$ cat src/rtl/dec_window_accumulator_if.sv
// Sample/result bus for the decimation window accumulator.
// The bench side drives the sample and control inputs; the design consumes them and returns results.
interface dec_window_accumulator_if #(
  parameter int unsigned DATA_W = 16,
  parameter int unsigned ACC_W  = 24,
  parameter int unsigned CNT_W  = 8
);
  logic              en;
  logic              dec_clk;
  logic [DATA_W-1:0] din;
  logic              din_valid;
  logic              flag_clr;
  logic [ACC_W-1:0]  dout;
  logic [CNT_W-1:0]  dout_cnt;
  logic              dout_valid;
  logic              dout_ready;
  logic              overflow;
  logic              sat;

  modport master (
    output en, dec_clk, din, din_valid, flag_clr, dout_ready,
    input  dout, dout_cnt, dout_valid, overflow, sat
  );

  modport slave (
    input  en, dec_clk, din, din_valid, flag_clr, dout_ready,
    output dout, dout_cnt, dout_valid, overflow, sat
  );
endinterface

$ cat src/rtl/dec_window_accumulator.sv
// Integrate-and-dump over each dec_clk window with a saturating accumulator.
// Each {sum, count} result is queued in a small FIFO with a valid/ready handshake.
module dec_window_accumulator #(
  parameter int unsigned DATA_W = 16,
  parameter int unsigned ACC_W  = 24,
  parameter int unsigned CNT_W  = 8,
  parameter int unsigned DEPTH  = 4
) (
  input  logic                   clk,
  input  logic                   rst,
  dec_window_accumulator_if.slave bus_io
);

  localparam int unsigned PTR_W = $clog2(DEPTH);
  localparam logic [PTR_W:0]   PtrOne = {{PTR_W{1'b0}}, 1'b1};
  localparam logic [ACC_W-1:0] AccMax = {1'b0, {(ACC_W-1){1'b1}}};
  localparam logic [ACC_W-1:0] AccMin = {1'b1, {(ACC_W-1){1'b0}}};

  typedef enum logic [1:0] {StIdle, StArm, StRun} state_e;

  state_e             state_q;
  logic               dec_q;
  logic               edge_w;
  logic [ACC_W-1:0]   acc_q;
  logic [CNT_W-1:0]   cnt_q;
  logic [ACC_W-1:0]   din_ext;
  logic [ACC_W:0]     sum_w;
  logic [ACC_W-1:0]   add_res;
  logic               add_ovf;
  logic [ACC_W-1:0]   start_acc;
  logic [CNT_W-1:0]   start_cnt;
  logic               accumulate;
  logic               push;
  logic               pop;
  logic               full;
  logic               empty;
  logic               wr_en;
  logic               drop;
  logic [PTR_W:0]     wr_ptr_q;
  logic [PTR_W:0]     rd_ptr_q;
  logic [ACC_W-1:0]   mem_sum_q [DEPTH];
  logic [CNT_W-1:0]   mem_cnt_q [DEPTH];
  logic               overflow_q;
  logic               sat_q;

  assign edge_w  = bus_io.dec_clk & ~dec_q;
  assign din_ext = ACC_W'($signed(bus_io.din));

  // One extra bit catches signed overflow; clamp toward the rail of the true sign.
  always_comb begin
    sum_w   = {acc_q[ACC_W-1], acc_q} + {din_ext[ACC_W-1], din_ext};
    add_ovf = sum_w[ACC_W] ^ sum_w[ACC_W-1];
    add_res = sum_w[ACC_W-1:0];
    if (add_ovf) begin
      add_res = sum_w[ACC_W] ? AccMin : AccMax;
    end
  end

  always_comb begin
    start_acc  = bus_io.din_valid ? din_ext : '0;
    start_cnt  = bus_io.din_valid ? CNT_W'(1) : '0;
    accumulate = (state_q == StRun) && bus_io.en && !edge_w && bus_io.din_valid;
    push       = (state_q == StRun) && bus_io.en && edge_w && (cnt_q != '0);
  end

  always_ff @(posedge clk or negedge rst) begin
    if (!rst) begin
      dec_q <= 1'b0;
    end else begin
      dec_q <= bus_io.dec_clk;
    end
  end

  always_ff @(posedge clk or negedge rst) begin
    if (!rst) begin
      state_q <= StIdle;
      acc_q   <= '0;
      cnt_q   <= '0;
    end else if (!bus_io.en) begin
      state_q <= StIdle;
      acc_q   <= '0;
      cnt_q   <= '0;
    end else begin
      unique case (state_q)
        StIdle: begin
          state_q <= StArm;
        end
        StArm: begin
          if (edge_w) begin
            state_q <= StRun;
            acc_q   <= start_acc;
            cnt_q   <= start_cnt;
          end
        end
        StRun: begin
          if (edge_w) begin
            acc_q <= start_acc;
            cnt_q <= start_cnt;
          end else if (bus_io.din_valid) begin
            acc_q <= add_res;
            if (cnt_q != '1) begin
              cnt_q <= cnt_q + CNT_W'(1);
            end
          end
        end
        default: begin
          state_q <= StIdle;
        end
      endcase
    end
  end

  // Pointers carry a wrap bit so full and empty are distinguishable.
  assign empty = (wr_ptr_q == rd_ptr_q);
  assign full  = (wr_ptr_q[PTR_W] != rd_ptr_q[PTR_W]) &&
                 (wr_ptr_q[PTR_W-1:0] == rd_ptr_q[PTR_W-1:0]);
  assign pop   = !empty && bus_io.dout_ready;
  assign wr_en = push && (!full || pop);
  assign drop  = push && full && !pop;

  always_ff @(posedge clk or negedge rst) begin
    if (!rst) begin
      wr_ptr_q <= '0;
      rd_ptr_q <= '0;
    end else begin
      if (wr_en) begin
        wr_ptr_q <= wr_ptr_q + PtrOne;
      end
      if (pop) begin
        rd_ptr_q <= rd_ptr_q + PtrOne;
      end
    end
  end

  always_ff @(posedge clk) begin
    if (wr_en) begin
      mem_sum_q[wr_ptr_q[PTR_W-1:0]] <= acc_q;
      mem_cnt_q[wr_ptr_q[PTR_W-1:0]] <= cnt_q;
    end
  end

  // A set event in the same cycle as flag_clr wins.
  always_ff @(posedge clk or negedge rst) begin
    if (!rst) begin
      overflow_q <= 1'b0;
      sat_q      <= 1'b0;
    end else begin
      overflow_q <= (overflow_q && !bus_io.flag_clr) || drop;
      sat_q      <= (sat_q && !bus_io.flag_clr) || (accumulate && add_ovf);
    end
  end

  assign bus_io.dout_valid = !empty;
  assign bus_io.dout       = empty ? '0 : mem_sum_q[rd_ptr_q[PTR_W-1:0]];
  assign bus_io.dout_cnt   = empty ? '0 : mem_cnt_q[rd_ptr_q[PTR_W-1:0]];
  assign bus_io.overflow   = overflow_q;
  assign bus_io.sat        = sat_q;

endmodule
$ cat src/flat_wrapper.sv
// flat-port wrapper written by rule: the top's interface ports become plain ports
module dec_window_accumulator_flat 
#(
  parameter int unsigned DATA_W = 16,
  parameter int unsigned ACC_W  = 24,
  parameter int unsigned CNT_W  = 8,
  parameter int unsigned DEPTH  = 4
)
  (clk, rst, bus_io_en, bus_io_dec_clk, bus_io_din, bus_io_din_valid, bus_io_flag_clr, bus_io_dout_ready, bus_io_dout, bus_io_dout_cnt, bus_io_dout_valid, bus_io_overflow, bus_io_sat);
  dec_window_accumulator_if #(.DATA_W(DATA_W), .ACC_W(ACC_W), .CNT_W(CNT_W)) bus_io_i ();
  input  logic clk;
  input  logic rst;
  input wire logic [$bits(bus_io_i.en)-1:0] bus_io_en;
  input wire logic [$bits(bus_io_i.dec_clk)-1:0] bus_io_dec_clk;
  input wire logic [$bits(bus_io_i.din)-1:0] bus_io_din;
  input wire logic [$bits(bus_io_i.din_valid)-1:0] bus_io_din_valid;
  input wire logic [$bits(bus_io_i.flag_clr)-1:0] bus_io_flag_clr;
  input wire logic [$bits(bus_io_i.dout_ready)-1:0] bus_io_dout_ready;
  output wire logic [$bits(bus_io_i.dout)-1:0] bus_io_dout;
  output wire logic [$bits(bus_io_i.dout_cnt)-1:0] bus_io_dout_cnt;
  output wire logic [$bits(bus_io_i.dout_valid)-1:0] bus_io_dout_valid;
  output wire logic [$bits(bus_io_i.overflow)-1:0] bus_io_overflow;
  output wire logic [$bits(bus_io_i.sat)-1:0] bus_io_sat;
  assign bus_io_i.en = bus_io_en;
  assign bus_io_i.dec_clk = bus_io_dec_clk;
  assign bus_io_i.din = bus_io_din;
  assign bus_io_i.din_valid = bus_io_din_valid;
  assign bus_io_i.flag_clr = bus_io_flag_clr;
  assign bus_io_i.dout_ready = bus_io_dout_ready;
  assign bus_io_dout = bus_io_i.dout;
  assign bus_io_dout_cnt = bus_io_i.dout_cnt;
  assign bus_io_dout_valid = bus_io_i.dout_valid;
  assign bus_io_overflow = bus_io_i.overflow;
  assign bus_io_sat = bus_io_i.sat;
  dec_window_accumulator #(.DATA_W(DATA_W), .ACC_W(ACC_W), .CNT_W(CNT_W), .DEPTH(DEPTH)) u_core (.clk(clk), .rst(rst), .bus_io(bus_io_i));
endmodule
$ cat config.mk
export PLATFORM = sky130hd
export DESIGN_NAME = dec_window_accumulator_flat
export DESIGN_NICKNAME = d
export VERILOG_FILES = /design/src/rtl/dec_window_accumulator_if.sv /design/src/rtl/dec_window_accumulator.sv /design/src/flat_wrapper.sv
export SDC_FILE = /design/constraint.sdc
export NUM_CORES = 1
export LEC_CHECK = 0
export ABC_AREA = 1
export CAP_MARGIN = 20
export CORE_ASPECT_RATIO = 2
export CORE_MARGIN = 2
export CORE_UTILIZATION = 50
export DETAILED_ROUTE_END_ITERATION = 6
export PLACE_DENSITY = 0.78
export SLEW_MARGIN = 25
export SYNTH_ARGS = -nofsm -noshare
export SYNTH_HDL_FRONTEND = slang
export SYNTH_SLANG_ARGS = --single-unit
$ cat constraint.sdc
create_clock -name clk -period 3.7 [get_ports clk]
set_clock_uncertainty 0.2 [all_clocks]
set_input_delay 0.555 -clock clk [delete_from_list [all_inputs] [get_ports clk]]
set_output_delay 0.555 -clock clk [all_outputs]
set_load 0.05 [all_outputs]
Word level (Yosys, flattened, before mapping). Memories as Yosys holds them, arrays and structs flattened. Cells that the tools add are included.

Bits in registers: 43. Memory bits (writable): 128. Input bits: 23. Output and inout port bits: 35. Logic and storage cells: 76. Memories kept: 2.

Memories: u_core.mem_sum_q (depth 4, width 24, rd ports 1, clocked after memory_dff 0, write ports 1, line dec_window_accumulator.sv:41) `logic [ACC_W-1:0] mem_sum_q [DEPTH];`; u_core.mem_cnt_q (depth 4, width 8, rd ports 1, clocked after memory_dff 0, write ports 1, line dec_window_accumulator.sv:42) `logic [CNT_W-1:0] mem_cnt_q [DEPTH];`.

$add $sub $neg: 4. Equal/unequal tests: 11. Muxes and demuxes: 22. Bitwise gates (word level): 3. Reductions and logical operators: 26.

Operator list (number): $mux 24 (8); $mux 8 (6); $pmux 24 s2 (1); $add 24x16->25 (1); $pmux 8 s2 (1); $logic_and 1x1->1 (13); $add 8x1->8 const B (1); $ne 4x3->1 const B (2); $ne 8x8->1 const B (1); $reduce_bool 8->1 (1); $add 3x1->3 const B (2); $pmux 2 s3 (1); $logic_not 1->1 (5); $mux 2 (2); $reduce_and 4->1 (1); $eq 3x3->1 (1); $logic_or 1x1->1 (3); $mux 1 (3); $ne 3x1->1 const B (1); $ne 3x2->1 const B (1); $reduce_and 3->1 (1); $eq 2x1->1 const B (1); $eq 2x2->1 (1); $eq 2x2->1 const B (1); other kinds (7) (7).

Depth between registers and ports, before layout.
Word-level depth: 7. Gate-level depth with buffers: 18. Gate-level depth less buffers: 17.

Worst setup path before layout. Ideal clock, no wire load.

Path type: input-to-reg. From: input bus_io_dec_clk. To: memory u_core.mem_cnt_q[3][0] (enable). Library setup time: 0.424 ns. Data arrival time: 2.718 ns. Required time: 3.076 ns. Path slack: 0.358 ns. Stages on the path: 6. Buffers on the path: 0. Path through: inv_1 > nor2_1 > inv_1 > nor4_1 > nand2_1 > nor2_1.

Longest elaborated chain between the ends: 6.

RTL lines: from (decl) (line flat_wrapper.sv:14) `input wire logic [$bits(bus_io_i.dec_clk)-1:0] bus_io_dec_clk;`; $and 1x1->1 (line dec_window_accumulator.sv:46) `assign edge_w = bus_io.dec_clk & ~dec_q;`; $logic_and 1x1->1 (2 in a row) (line dec_window_accumulator.sv:63) `push = (state_q == StRun) && bus_io.en && edge_w && (cnt_q != '0);`; $logic_and 1x1->1 (line dec_window_accumulator.sv:118) `assign wr_en = push && (!full || pop);`; $mux 1 (line dec_window_accumulator.sv:136) `if (wr_en) begin`; $mux 1 (implied by the code) (line dec_window_accumulator.sv:138) `mem_cnt_q[wr_ptr_q[PTR_W-1:0]] <= cnt_q;`; to (decl) (line dec_window_accumulator.sv:42).

Every way passes these cells.

Worst setup path in the final report.
From: register u_core.rd_ptr_q[0]. To: output bus_io_dout[10].

Longest elaborated chain between the ends: 2. Elaborated cells on any way between the ends: 3. Those cells by class: eq/ne: 1; mux: 1; memory: 1.

RTL lines: from (decl) (line dec_window_accumulator.sv:40) `logic [PTR_W:0] rd_ptr_q;`; from (signal assigned) (line dec_window_accumulator.sv:130) `rd_ptr_q <= rd_ptr_q + PtrOne;`; $mem_v2 4x24 / $eq 3x3->1 (equally long branches); $mux 24 * (line dec_window_accumulator.sv:154) `assign bus_io.dout = empty ? '0 : mem_sum_q[rd_ptr_q[PTR_W-1:0]];`; to (decl) (line flat_wrapper.sv:19) `output wire logic [$bits(bus_io_i.dout)-1:0] bus_io_dout;`.

Every way passes the cells marked *; elsewhere a longest branch is shown, timed or not.

==> impl_metrics.yaml <==
global_routing:
  grt_max_degree: 66
  antenna_found_initial: 0
  first_global_vias: 7263
  grt_pass1_wl_um: 36600
  grt.total_usage: 0.246
  overflow: 0
cells_and_area:
  final_core_util: 0.620
  layout-drive-gt1-share: 0.106
  diodes: 0
  final_cells: 1303
  stdcell_area_sq_mm: 0.0110
  layout.nets: 1139
  syn2layout_area_growth_pct: 22.1
pwr:
  powerDensity_mw_per_mm2: 726
  p_int_mw: 4.92
  switchingPower_mw: 3.05
  p_total_mw: 7.97
  swShare: 0.382
  cellLeakagePower_nw: 4.90
  combPwrFrac: 0.473
  peakVddDrop_v: 0.000458
  p_seq_frac: 0.276
  clkPwrFrac: 0.251
floorplanning:
  core_sq_mm: 0.0177
  fp.dieH_um: 194
  num_io_pins: 58
  start_util: 0.508
  die_w_um: 98.8
  rows: 69
  die_area_sq_mm: 0.0191
placement:
  dp_hpwl_um: 16000
  port_buffers: 57
  gp_congestion: 0.972
  dpl_cell_area_sq_mm: 0.0103
  placedCellCount: 1269
worst_setup_path:
  worst_path_max_delay_cell: "dfrtp_2"
  cpMostUsedCell: "nand2_1"
  cp_max_fo: 38
  crit_path_cell_trace: "inv_2 > nand2_1 > a21oi_1 > nand2_1 > buf_4 > nand2_1 > inv_1 > buf_12"
  cp-end-kind: "output port"
  critPathRequiredTime_ps: 2940
  worst_ep_arrival_time_ps: 2570
  start_kind: "register"
  crit_type: "register to output port"
  path_buf_inv: 4
  critPathMaxStageDelay_ps: 790
  critPathTopFamily: "flip-flops"
run:
  maxCapViolations: 0
hold_path:
  hp-class: "register to register"
timing:
  rsz0062_at_grt: "no"
  final.setup.tns_ps: 0
  clock.fmax_mhz: 301
  tightest_slew_ps: 797
  relSlewSlack: 0.469
  fin_crit_ps: 3320
  finalHoldViolations: 0
  fin_crit_sh: 0.898
  setup_viol: 0
  slew_violations: 0
clock_tree:
  clockBufferDepth: 3
  ctsHtreeMaxLevel: 4
  postCtsSetupBuffers: 0
  cts_tree: "yes"
  clk_transition_reported_paths_ps: 60
  cts.sinks: 171
  cts_buffers: 25
  cts_root_buf: "clkbuf_16"
  clock_latency_ps: 480
logic_synthesis:
  synth_cells: 1005
  synth_edf_count: 128
  ys_warn_count: 0
  synth-seq-area-share: 0.548
  postSynth.asyncResetShare: 0.251
  synth_area_per_cell_sq_um: 8.94
  syn_area_sq_mm: 0.00898
  ys_types: 40
  synth-seq-cells: 171
  synthFlopType: "edfxtp_1"
  syn_nets: 1060
drt:
  vias: 7210
  wl_per_cell_um: 17.6
  drc_errors: 0
  ant_nets: 0
  routed_wirelength_um: 22900
  dr.pass1.iters: 5
  viasPerCell: 5.53
  drt_iter0_drc: 436
run_status:
  run_status: "completed"
stage by stage:
stage	setup WS [ps]	hold WS (ps)
2_1_floorplan	358	59.4
3_3_place_gp	183	275
3_5_place_dp	116	277
4_1_cts	358	287
5_1_grt	191	297
6_report	378	287
worst register-to-register path, delay by kind of cell (launching register included):
family / cells / cell delay, ps
AND/OR/NAND/NOR: 12 / 1080
adder cells (fa/ha/maj): 2 / 740
buffers and inverters: 1 / 160
flip-flops: 1 / 450
AO/OA/AOI/OAI: 1 / 190
sequential cells by signal, summed over array words and instances (netlist names):
name	flops
u_core.acc_q	24
u_core.cnt_q	8
u_core.mem_sum_q	96
u_core.rd_ptr_q	3
u_core.bus_io.overflow	1
u_core.bus_io.sat	1
u_core.state_q	2
u_core.dec_q	1
u_core.mem_cnt_q	32
u_core.wr_ptr_q	3
layout make-up:
cell class | instances | area [sq um]
multi-input cells | 694 | 3520
clock buffers | 29 | 641
repair buffers | 84 | 1180
clock inverters | 4 | 42.5
fillers | 1356 | 6730
flip-flops and latches | 171 | 4920
well taps | 213 | 267
inverters | 108 | 405
worst paths after layout:
| kind | start | endpoint | slack [ps] | depth (start not counted) |
|---|---|---|---|---|
| min | u_core.wr_ptr_q[2] | u_core.wr_ptr_q[2] | 290 | 1 |
| min reg2reg | u_core.wr_ptr_q[2] | u_core.wr_ptr_q[2] | 290 | 1 |
| min in group asynchronous | rst | u_core.acc_q[7] | 510 | 2 |
| max reg2reg | u_core.acc_q[0] | u_core.acc_q[2] | 820 | 16 |
| max in group asynchronous | rst | u_core.dec_q | 2100 | 3 |
| max | u_core.rd_ptr_q[0] | bus_io_dout[10] | 380 | 8 |
placed cells by master (no fill, tap or decap), types with 3 or more instances in the layout:
cell type	count
nor2_2	7
xnor2_1	12
dfrtp_1	41
inv_1	105
nand2_2	6
nand2_4	3
nand3_1	38
clkbuf_16	25
nor3_1	5
buf_4	20
nor2_1	140
nand2_1	289
clkbuf_1	4
ha_1	31
clkinv_1	3
nand4_1	11
edfxtp_1	128
o21ai_0	57
buf_12	39
o32ai_1	32
xor2_1	7
a21oi_1	25
clkdlybuf4s50_1	23
o21bai_1	7
and2_1	3
timing repair:
item / 4_1_cts / 5_1_grt
gates resized for setup: 0 / 0
hold buffers: 1 / 0
hold endpoints to repair: 32 / 0
power by group through the flow:
stage	Sequential (mW)	Combinational (mW)	Clock, mW
after floorplan	2.15	2.14	0
after global placement	2.23	3.72	0
after detailed placement	2.23	3.77	0
after CTS	2.20	3.80	2.01
after global routing	2.21	4.00	2.10
final	2.20	3.77	2.00
cell families (layout without fill, tap and decap cells):
| group | Yosys count | count (layout) | share of synthesized area |
|---|---|---|---|
| AOI/OAI and AO/OA | 128 | 128 | 0.0891 |
| xor gates and xnor gates | 19 | 19 | 0.0185 |
| adders and majority gates | 32 | 32 | 0.0454 |
| buffers and inverters | 140 | 225 | 0.0620 |
| DFF | 171 | 171 | 0.548 |
| muxes | 1 | 1 | 0.00125 |
| and+or+nand+nor | 514 | 514 | 0.236 |
cell usage after synthesis, types with 2 or more instances:
master,instances,share of area
nand2_1,289,0.12
nor2_1,144,0.060
edfxtp_1,128,0.43
inv_1,106,0.044
o21ai_0,57,0.032
dfrtp_1,43,0.12
nand3_1,38,0.021
o32ai_1,32,0.031
ha_1,31,0.043
a21oi_1,25,0.014
clkbuf_1,25,0.010
xnor2_1,12,0.012
nand4_1,11,0.0077
o21bai_1,7,0.0058
xor2_1,7,0.0068
nand2_2,6,0.0042
nor3_1,5,0.0028
buf_6,4,0.0050
and2_1,3,0.0021
nand2_4,3,0.0038
nor2_2,3,0.0021
a21oi_2,2,0.0020
a31oi_1,2,0.0014
buf_1,2,0.00084
nand3_2,2,0.0022
nand3b_1,2,0.0017
nor3b_1,2,0.0017
nor4_1,2,0.0014
layer usage:
layer | track usage | share of wire
met1 | 0.250 | 0.35
met5 | 0 | 0
met4 | 0.165 | 0.063
met2 | 0.455 | 0.56
met3 | 0.0300 | 0.034
No activity file was read; power rests on OpenSTA's default activity.
